$ cat src/rtl/fact_regs_if.sv
// CPU-side word bus into the factorial accelerator register block.
// Master drives we/a/wd; slave returns combinational rd.
interface fact_regs_if #(
   parameter int WIDTH = 32
);
   logic             we;
   logic [1:0]       a;
   logic [WIDTH-1:0] wd;
   logic [WIDTH-1:0] rd;

   modport master (
      output we,
      output a,
      output wd,
      input  rd
   );

   modport slave (
      input  we,
      input  a,
      input  wd,
      output rd
   );
endinterface

$ cat src/rtl/fact_regs.sv
// Register front end for the factorial core: operand, GO pulse, sticky status, result.
// Optional FACT_REGS_IRQ_EN adds a registered irq and a write-1 status clear at a=2.
module fact_regs #(
   parameter int WIDTH  = 32,
   parameter int N_BITS = 4
) (
   input  logic             clk,
   input  logic             rst,
   fact_regs_if.slave       bus,
   output logic [WIDTH-1:0] fact_n,
   output logic             fact_go,
   input  logic             fact_done,
   input  logic             fact_err,
   input  logic [WIDTH-1:0] fact_nf,
`ifdef FACT_REGS_IRQ_EN
   output logic             irq,
`endif
   output logic             busy
);

   typedef enum logic [1:0] {
      IDLE  = 2'd0,
      PULSE = 2'd1,
      WAIT  = 2'd2
   } state_t;

   state_t              state_q, state_d;
   logic [N_BITS-1:0]   n_q, n_d;
   logic [WIDTH-1:0]    result_q, result_d;
   logic                done_q, done_d;
   logic                err_q, err_d;
   logic                go_q, go_d;
   logic                busy_q, busy_d;
`ifdef FACT_REGS_IRQ_EN
   logic                irq_q, irq_d;
`endif

   logic wr_n, wr_go, go_acc, in_wait;

   assign wr_n    = bus.we && (bus.a == 2'd0);
   assign wr_go   = bus.we && (bus.a == 2'd1);
   assign go_acc  = wr_go && bus.wd[0] && (state_q == IDLE);
   assign in_wait = (state_q == WAIT);

   always_comb begin
      state_d  = state_q;
      n_d      = n_q;
      result_d = result_q;
      done_d   = done_q;
      err_d    = err_q;

      unique case (state_q)
         IDLE:    if (go_acc) state_d = PULSE;
         PULSE:   state_d = WAIT;
         WAIT:    if (fact_done || fact_err) state_d = IDLE;
         default: state_d = IDLE;
      endcase

      if (wr_n && !busy_q) n_d = bus.wd[N_BITS-1:0];

      if (go_acc) begin
         done_d = 1'b0;
         err_d  = 1'b0;
      end

`ifdef FACT_REGS_IRQ_EN
      if (bus.we && (bus.a == 2'd2) && bus.wd[0]) begin
         done_d = 1'b0;
         err_d  = 1'b0;
      end
`endif

      // Completion is applied last so it overrides a same-edge status clear.
      if (in_wait && fact_err) begin
         err_d = 1'b1;
      end else if (in_wait && fact_done) begin
         done_d   = 1'b1;
         result_d = fact_nf;
      end

      go_d   = (state_d == PULSE);
      busy_d = (state_d != IDLE);
`ifdef FACT_REGS_IRQ_EN
      irq_d  = done_d | err_d;
`endif
   end

   always_ff @(posedge clk or negedge rst) begin
      if (!rst) begin
         state_q  <= IDLE;
         n_q      <= '0;
         result_q <= '0;
         done_q   <= 1'b0;
         err_q    <= 1'b0;
         go_q     <= 1'b0;
         busy_q   <= 1'b0;
`ifdef FACT_REGS_IRQ_EN
         irq_q    <= 1'b0;
`endif
      end else begin
         state_q  <= state_d;
         n_q      <= n_d;
         result_q <= result_d;
         done_q   <= done_d;
         err_q    <= err_d;
         go_q     <= go_d;
         busy_q   <= busy_d;
`ifdef FACT_REGS_IRQ_EN
         irq_q    <= irq_d;
`endif
      end
   end

   always_comb begin
      bus.rd = '0;
      unique case (bus.a)
         2'd0:    bus.rd = WIDTH'(n_q);
         2'd1:    bus.rd = WIDTH'(busy_q);
         2'd2:    bus.rd = WIDTH'({err_q, done_q});
         2'd3:    bus.rd = result_q;
         default: bus.rd = '0;
      endcase
   end

   assign fact_n  = WIDTH'(n_q);
   assign fact_go = go_q;
   assign busy    = busy_q;
`ifdef FACT_REGS_IRQ_EN
   assign irq     = irq_q;
`endif

endmodule
$ cat src/flat_wrapper.sv
// flat-port wrapper written by rule: the top's interface ports become plain ports
module fact_regs_flat 
#(
   parameter int WIDTH  = 32,
   parameter int N_BITS = 4
)
  (clk, rst, fact_n, fact_go, fact_done, fact_err, fact_nf, busy, bus_we, bus_a, bus_wd, bus_rd);
  fact_regs_if #(.WIDTH(WIDTH)) bus_i ();
  input  logic clk;
  input  logic rst;
  output logic [WIDTH-1:0] fact_n;
  output logic fact_go;
  input  logic fact_done;
  input  logic fact_err;
  input  logic [WIDTH-1:0] fact_nf;
  output logic busy;
  input wire logic [$bits(bus_i.we)-1:0] bus_we;
  input wire logic [$bits(bus_i.a)-1:0] bus_a;
  input wire logic [$bits(bus_i.wd)-1:0] bus_wd;
  output wire logic [$bits(bus_i.rd)-1:0] bus_rd;
  assign bus_i.we = bus_we;
  assign bus_i.a = bus_a;
  assign bus_i.wd = bus_wd;
  assign bus_rd = bus_i.rd;
  fact_regs #(.WIDTH(WIDTH), .N_BITS(N_BITS)) u_core (.clk(clk), .rst(rst), .bus(bus_i), .fact_n(fact_n), .fact_go(fact_go), .fact_done(fact_done), .fact_err(fact_err), .fact_nf(fact_nf), .busy(busy));
endmodule
$ cat config.mk
export PLATFORM = sky130hd
export DESIGN_NAME = fact_regs_flat
export DESIGN_NICKNAME = d
export VERILOG_FILES = /design/src/rtl/fact_regs_if.sv /design/src/rtl/fact_regs.sv /design/src/flat_wrapper.sv
export SDC_FILE = /design/constraint.sdc
export NUM_CORES = 1
export LEC_CHECK = 0
export CAP_MARGIN = 20
export CORE_UTILIZATION = 29
export DETAILED_ROUTE_END_ITERATION = 10
export PLACE_DENSITY_LB_ADDON = 0.12
export SLEW_MARGIN = 30
export SYNTH_ARGS = -nofsm -noshare
export SYNTH_HDL_FRONTEND = slang
export SYNTH_SLANG_ARGS = --single-unit
$ cat constraint.sdc
create_clock -name clk -period 1.6 [get_ports clk]
set_input_delay 0.16 -clock clk [delete_from_list [all_inputs] [get_ports clk]]
set_output_delay 0.16 -clock clk [all_outputs]
set_load 0.03 [all_outputs]
# == Word level (Yosys, flattened, before mapping) ==
# Index checks and enable logic that the tools add are counted.
# classes
n_eq_ne,6
n_mux,9
bitwise,1
reduce_logical,14
# op_table
operator,n
32-bit case mux with 4 select lines,1
1-bit logical AND,7
"2-bit by 1-bit == test with 1-bit output, second input constant",3
"2-bit == test, second input constant",3
2-bit case mux with 3 select lines,1
1-bit 2-to-1 mux,5
2-bit zero test,2
2-bit 2-to-1 mux,2
2-bit nonzero test,2
2-bit AND reduction,1
1-bit zero test,1
1-bit logical OR,1
1-bit NOT,1
# word_totals
register_bits,42
inputBits,71
output_inout_bits,66

# == Logic depth before layout (Yosys ltp) ==
# Gate-level depths: netlist of run 1.
# logic_depth
ltp_word,7
depth_mapped,5

# == Worst setup path after synthesis of run 1 ==
# No wires, ideal clock.
# synth_timing
kind,reg2reg
from,register u_core.state_q[0]
to,register u_core.result_q[10]
setup_time_ns,0.125
arrival_time_ns,1.210
path_slack_ns,0.265
path_stages_with_launch,4
path_buffers,1
synth_period_minus_slack_ns,1.335
path_cell_list,dfrtp_1 > nor3_4 > buf_6 > mux2_2
# synth_between
elab_chain_cells,4
elab_cells_between_ends,5
# synth_lines
element,line_no,rtl
"start, declared",fact_regs.sv:27,"state_t state_q, state_d;"
"start signal, assigned",fact_regs.sv:101,state_q <= state_d;
2-bit == test (*),fact_regs.sv:43,assign in_wait = (state_q == WAIT);
1-bit logical AND,fact_regs.sv:74,if (in_wait && fact_err) begin
1-bit NOT (no line),-,
2-bit AND reduction (no line) (*),-,
"end signal, assigned",fact_regs.sv:103,result_q <= result_d;
"end, declared",fact_regs.sv:29,"logic [WIDTH-1:0] result_q, result_d;"
# Every way passes the cells marked *; elsewhere a longest branch is shown, timed or not.
# A chain may end at the register's enable or synchronous reset.

# == Final worst setup path of run 1 ==
# layout_timing
from,input port bus_a[1]
to,output port bus_rd[20]
# layout_between
elab_chain_cells,2
elab_cells_between_ends,5
# layout_lines
element,line_no,rtl
"start, declared",flat_wrapper.sv:18,input wire logic [$bits(bus_i.a)-1:0] bus_a;
2-bit == test (tied with other cells),fact_regs.sv:116,unique case (bus.a)
32-bit case mux with 4 select lines (*),fact_regs.sv:116,
"end, declared",flat_wrapper.sv:20,output wire logic [$bits(bus_i.rd)-1:0] bus_rd;
# Marks and branches as above.

==> results of run 1 <==
per-layer routing:
metal,track usage,vias to the layer above,part of all wire
met5,0,-,0
met1,0.182,727,0.47
met3,0.0445,5,0.077
met4,0.0364,0,0.0078
li1,-,711,-
met2,0.188,69,0.45
synth_stat cells, drive strengths merged, types with 2 or more instances:
cell,number,area share
dfrtp,42,0.50
mux2,37,0.20
buf,31,0.12
and3,28,0.084
clkbuf,7,0.013
a22o,3,0.013
inv,3,0.0054
nor2,2,0.0036
what timing repair did:
item | 4_1_cts | 5_1_grt
gates resized for setup | 10 | 5
hold buffers | 1 | 0
buffers inserted | 0 | 2
pin swaps | 0 | 0
setup endpoints to repair | 34 | 21
endpoints found under the hold margin | 42 | 0
through the flow:
stage | area [sq um] | total power [mW]
global placement | 2900 | 2.41
detailed placement | 2900 | 2.42
floorplan | 2190 | 2.07
CTS | 3020 | 3.26
global route | 3040 | 3.39
finish | 3040 | 3.21
sequential cells by signal, indices dropped and copies added (netlist names):
name             count
u_core.busy          1
u_core.done_q        1
u_core.err_q         1
u_core.fact_go       1
u_core.n_q           4
u_core.result_q     32
u_core.state_q       2
report_power, final:
part           switching (mW)  leakage (nW)  internal (mW)  total (mW)
combinational           0.489         0.950          0.477       0.966
sequential              0.115         0.528           1.31        1.42
clock                   0.362        0.0514          0.466       0.828
total                   0.966          1.53           2.25        3.21
area by class of cell:
class / instances / area share
Clock buffer: 6 / 0.0239
Sequential cell: 42 / 0.346
Timing Repair Buffer: 98 / 0.293
Tap cell: 96 / 0.0395
Multi-Input combinational cell: 111 / 0.282
Inverter: 3 / 0.00370
Clock inverter: 2 / 0.0123
worst max-delay path: stages:
cell	delay [ns]
clkdlybuf4s50_1	0.55
buf_6	0.16
buf_4	0.17
and3_1	0.17
buf_4	0.16
cells by family (layout without fill, tap and decap cells):
logic type | Yosys count | after routing | synth area share
muxes | 38 | 38 | 0.210
DFF | 42 | 42 | 0.503
AOI/OAI and AO/OA | 7 | 7 | 0.0257
buffers and inverters | 41 | 109 | 0.135
other | 1 | 28 | 0.00179
and+or+nand+nor | 38 | 38 | 0.124
worst paths after layout:
path	from	endpoint
max reg2reg	u_core.state_q[1]$_DFF_PN0_	u_core.result_q[30]$_DFFE_PN0P_
min	rst	u_core.result_q[22]$_DFFE_PN0P_
min reg2reg	u_core.result_q[29]$_DFFE_PN0P_	u_core.result_q[29]$_DFFE_PN0P_
max	bus_a[1]	bus_rd[20]
min in group clk	fact_nf[29]	u_core.result_q[29]$_DFFE_PN0P_
max in group asynchronous	rst	u_core.result_q[8]$_DFFE_PN0P_
==> impl_metrics.py, run 1 <==
metrics = {
    "drt": {
        "drtIter0Drc": 43,
        "ant_nets": 0,
        "vias": 1512,
        "via_per_inst": 4.22,
        "firstDrtPassIters": 3,
        "drt-wirelength-per-cell_um": 13.3,
        "route.detailed.drc": 0,
        "wirelength_mm": 4.76,
    },
    "synthesis": {
        "synth_edf_count": 0,
        "synth_flop_cell": "dfrtp_1",
        "synth_cells": 167,
        "yosys_warnings": 0,
        "synth-seq-area-share": 0.503,
        "syn_avg_cell_area_sq_um": 12.5,
        "synth-seq-cells": 42,
        "yosysUniqueCellTypes": 25,
        "mappedNetlistArea_sq_mm": 0.00209,
        "ys_async_sr_fraction": 1.00,
    },
    "floorplan": {
        "core_sq_mm": 0.00687,
        "rows": 30,
        "die-area_sq_mm": 0.00755,
        "die_y_um": 86.9,
        "start_util": 0.304,
        "fp.dieW_um": 86.9,
        "io_pins": 137,
    },
    "grt": {
        "grt_max_degree": 43,
        "grt_pass1_vias": 1494,
        "grt_antenna_before_repair": 0,
        "overflow": 0,
        "grt_usage": 0.129,
        "grt_pass1_wl_mm": 7.40,
    },
    "clock_network": {
        "cts_tree": "yes",
        "numCtsBuffers": 5,
        "cts_sinks": 42,
        "cts_root_buf": "clkbuf_8",
        "clkTransAtPathRegs_ns": 0.08,
        "clk_latency_ns": 0.29,
        "htree_levels": 2,
        "cts.path.max_buffers": 2,
    },
    "sta": {
        "fin_ws_ns": 0.0629,
        "setup_violations": 0,
        "worst_hold_slack_ns": 0.380,
        "post-route-period-util": 0.961,
        "hold_viol_final": 0,
        "maxSlewViolCount": 0,
        "fin_skew_ns": 0.00494,
        "fmax_mhz": 651,
        "tns_ns": 0,
        "post-route-min-period_ns": 1.54,
        "rsz0062_at_grt": "no",
    },
    "worst_setup_path": {
        "cp_data_required_time_ns": 1.44,
        "r2r_cells": 4,
        "rrSetupSlack_ns": 0.21,
        "critPathKind": "input port to primary output",
        "cp_max_fo": 11,
        "critPathLaunchType": "input port",
        "worstSetupEndpointType": "primary output",
        "worstPathArrival_ns": 1.38,
    },
    "power_and_ir_drop": {
        "peakVddDrop_uv": 475,
        "p_leak_nw": 1.53,
        "p_per_area_mw_per_mm2": 1060,
    },
    "job": {
        "cap_violations": 0,
    },
    "placement": {
        "dp_hpwl_mm": 3.40,
        "dp_slack_ns": -0.502,
        "io_buffers": 80,
        "gp_congestion": 0.677,
        "place_inst": 347,
    },
    "final_layout": {
        "drive_above_1_share": 0.363,
        "final_common_cell": "clkdlybuf4s50_1",
        "final_util": 0.443,
        "fill_cells": 693,
        "final_cell_mix": "clkdlybuf4s50_1, buf_4, dfrtp_1",
        "area_delta_synth_final_pct": 45.4,
        "layout.nets": 332,
        "multi_input_area_sq_um": 858,
        "seq_area_sq_mm": 0.00105,
        "fin_cells": 358,
        "n_antenna_cell": 0,
    },
    "outcome": {
        "status": "complete, no violations",
    },
    "min_path": {
        "hold_class": "input port to asynchronous set/reset pin",
    },
}
No activity file was read; power rests on OpenSTA's default activity.
==> run 2, diff against run 1 <==
GPL_ROUTABILITY_DRIVEN = 0   (was unset)
==> results of run 2 <==
The final DEF is identical to that of run 1; final timing and power are the same.
==> run 3, diff against run 2 <==
CTS_CLUSTER_DIAMETER = 30   (was unset)
GPL_ROUTABILITY_DRIVEN = unset   (was 0)
SKIP_CTS_REPAIR_TIMING = 1   (was unset)
==> run 3 against run 2 <==
  * Total power is 0.13% higher
  * Clock skew hardly changed
  * Final cell count stayed put
  * Clock power hardly changed
  * Critical path type unchanged
==> impl_metrics.py, run 3 (synthesis gave the netlist of run 1 again) <==
metrics = {
    "placement": {
        "io_buffers": 80,
        "gp_congestion": 0.677,
        "placed_cell_area_sq_mm": 0.00290,
        "place_inst": 347,
        "dp_hpwl_mm": 3.40,
    },
    "final_layout": {
        "biggestRegsByFlops": "u_core.result_q (32), u_core.n_q (4), u_core.state_q (2)",
        "largest_register": "u_core.result_q",
        "drive_above_1_share": 0.363,
        "n_antenna_cell": 0,
        "layout.nets": 332,
        "final_cell_mix": "clkdlybuf4s50_1, buf_4, dfrtp_1",
        "fin_area_sq_mm": 0.00305,
        "fill_cells": 689,
        "final_common_cell": "clkdlybuf4s50_1",
        "fin_cells": 358,
        "area_delta_synth_final_pct": 46.0,
        "largest_reg_flops": 32,
    },
    "clock_network": {
        "numCtsBuffers": 5,
        "cts_sinks": 42,
        "cts_tree": "yes",
        "cts_root_buf": "clkbuf_8",
        "clkTransAtPathRegs_ns": 0.08,
        "htree_levels": 2,
        "cts.path.max_buffers": 2,
        "clk_latency_ns": 0.29,
    },
    "sta": {
        "hold_viol_final": 0,
        "post-route-period-util": 0.958,
        "fin_skew_ns": 0.00494,
        "setup_violations": 0,
        "maxSlewViolCount": 0,
        "fmax_mhz": 652,
        "rsz0062_at_grt": "no",
        "post-route-min-period_ns": 1.53,
    },
    "drt": {
        "routed-wl-met3_um": 380,
        "ant_nets": 0,
        "wirelength_mm": 4.79,
        "vias": 1510,
        "drt-wirelength-per-cell_um": 13.4,
        "dr_wl_met2_mm": 2.12,
        "routed.top_layer": "met4",
        "wl_met1_mm": 2.26,
        "drtIter0Drc": 43,
        "route.detailed.drc": 0,
        "via_per_inst": 4.22,
        "firstDrtPassIters": 3,
    },
    "worst_setup_path": {
        "worstSetupEndpointType": "primary output",
        "cp_data_required_time_ns": 1.44,
        "rrSetupSlack_ns": 0.21,
        "cp_max_fo": 11,
        "worstPathArrival_ns": 1.37,
        "critPathLaunchType": "input port",
        "critPathKind": "input port to primary output",
    },
    "floorplan": {
        "io_pins": 137,
        "die-area_sq_mm": 0.00755,
        "die_y_um": 86.9,
        "start_util": 0.304,
        "rows": 30,
        "fp.dieW_um": 86.9,
        "core_sq_mm": 0.00687,
    },
    "grt": {
        "overflow": 0,
        "grt_pass1_wl_mm": 7.40,
        "grt_max_degree": 43,
        "grt_usage": 0.129,
        "grt_antenna_before_repair": 0,
        "grt_pass1_vias": 1494,
    },
    "power_and_ir_drop": {
        "p_per_area_mw_per_mm2": 1050,
        "peakVddDrop_uv": 475,
        "p_leak_nw": 1.56,
        "power_mw": 3.22,
    },
    "job": {
        "cap_violations": 0,
    },
    "outcome": {
        "status": "complete, no violations",
    },
    "min_path": {
        "hold_class": "input port to asynchronous set/reset pin",
    },
}
## run 3: cell count changes in the layout (fill, tap and decap cells not counted)
cell / before / now
buf_2: 3 / 1
clkbuf_2: 0 / 2
dlymetal6s2s_1: 0 / 3
dlygate4sd2_1: 3 / 0
## run 3: area by class of cell
cell class	count	area, sq um	area share
clock buffers	6	72.6	0.0238
clock inverters	2	37.5	0.0123
inverters	3	11.3	0.00369
multi-input cells	111	858	0.281
flip-flops and latches	42	1050	0.344
well taps	96	120	0.0394
repair buffers	98	901	0.295
## run 3: per-stage QoR
step / utilization / setup TNS [ns] / setup slack, ns / hold WS (ns)
floorplan: - / 0 / 0.265 / -0.136
global placement: 0.422 / -6.54 / -0.488 / 0.157
detailed placement: 0.422 / -5.65 / -0.502 / 0.156
CTS: 0.438 / -4.72 / -0.507 / -0.166
global route: 0.444 / 0 / 0.00724 / 0.402
finish: 0.444 / 0 / 0.0666 / 0.381
## run 3: routing by layer
layer  global-route usage  up-vias
met1                0.181      724
met4               0.0364        0
met2                0.188       69
met5                    0        -
li1                     -      712
met3               0.0455        5
## run 3: worst paths after layout
path / start / to / depth (start not counted)
worst max-delay path: bus_a[1] / bus_rd[20] / 5
worst max register to register: u_core.state_q[1]$_DFF_PN0_ / u_core.result_q[30]$_DFFE_PN0P_ / 4
max in group asynchronous: rst / u_core.result_q[8]$_DFFE_PN0P_ / 3
min in group clk: fact_nf[29] / u_core.result_q[29]$_DFFE_PN0P_ / 2
worst min-delay path: rst / u_core.result_q[18]$_DFFE_PN0P_ / 3
worst min register to register: u_core.result_q[29]$_DFFE_PN0P_ / u_core.result_q[29]$_DFFE_PN0P_ / 1
## run 3: critical path: stages
cell and delay [ns]:
clkdlybuf4s50_1 0.55, buf_6 0.16, buf_4 0.17, and3_1 0.17, buf_4 0.16
## run 3: power by group
group          switching, mW  internal [mW]
Sequential             0.114           1.31
Clock                  0.362          0.466
Combinational          0.490          0.481
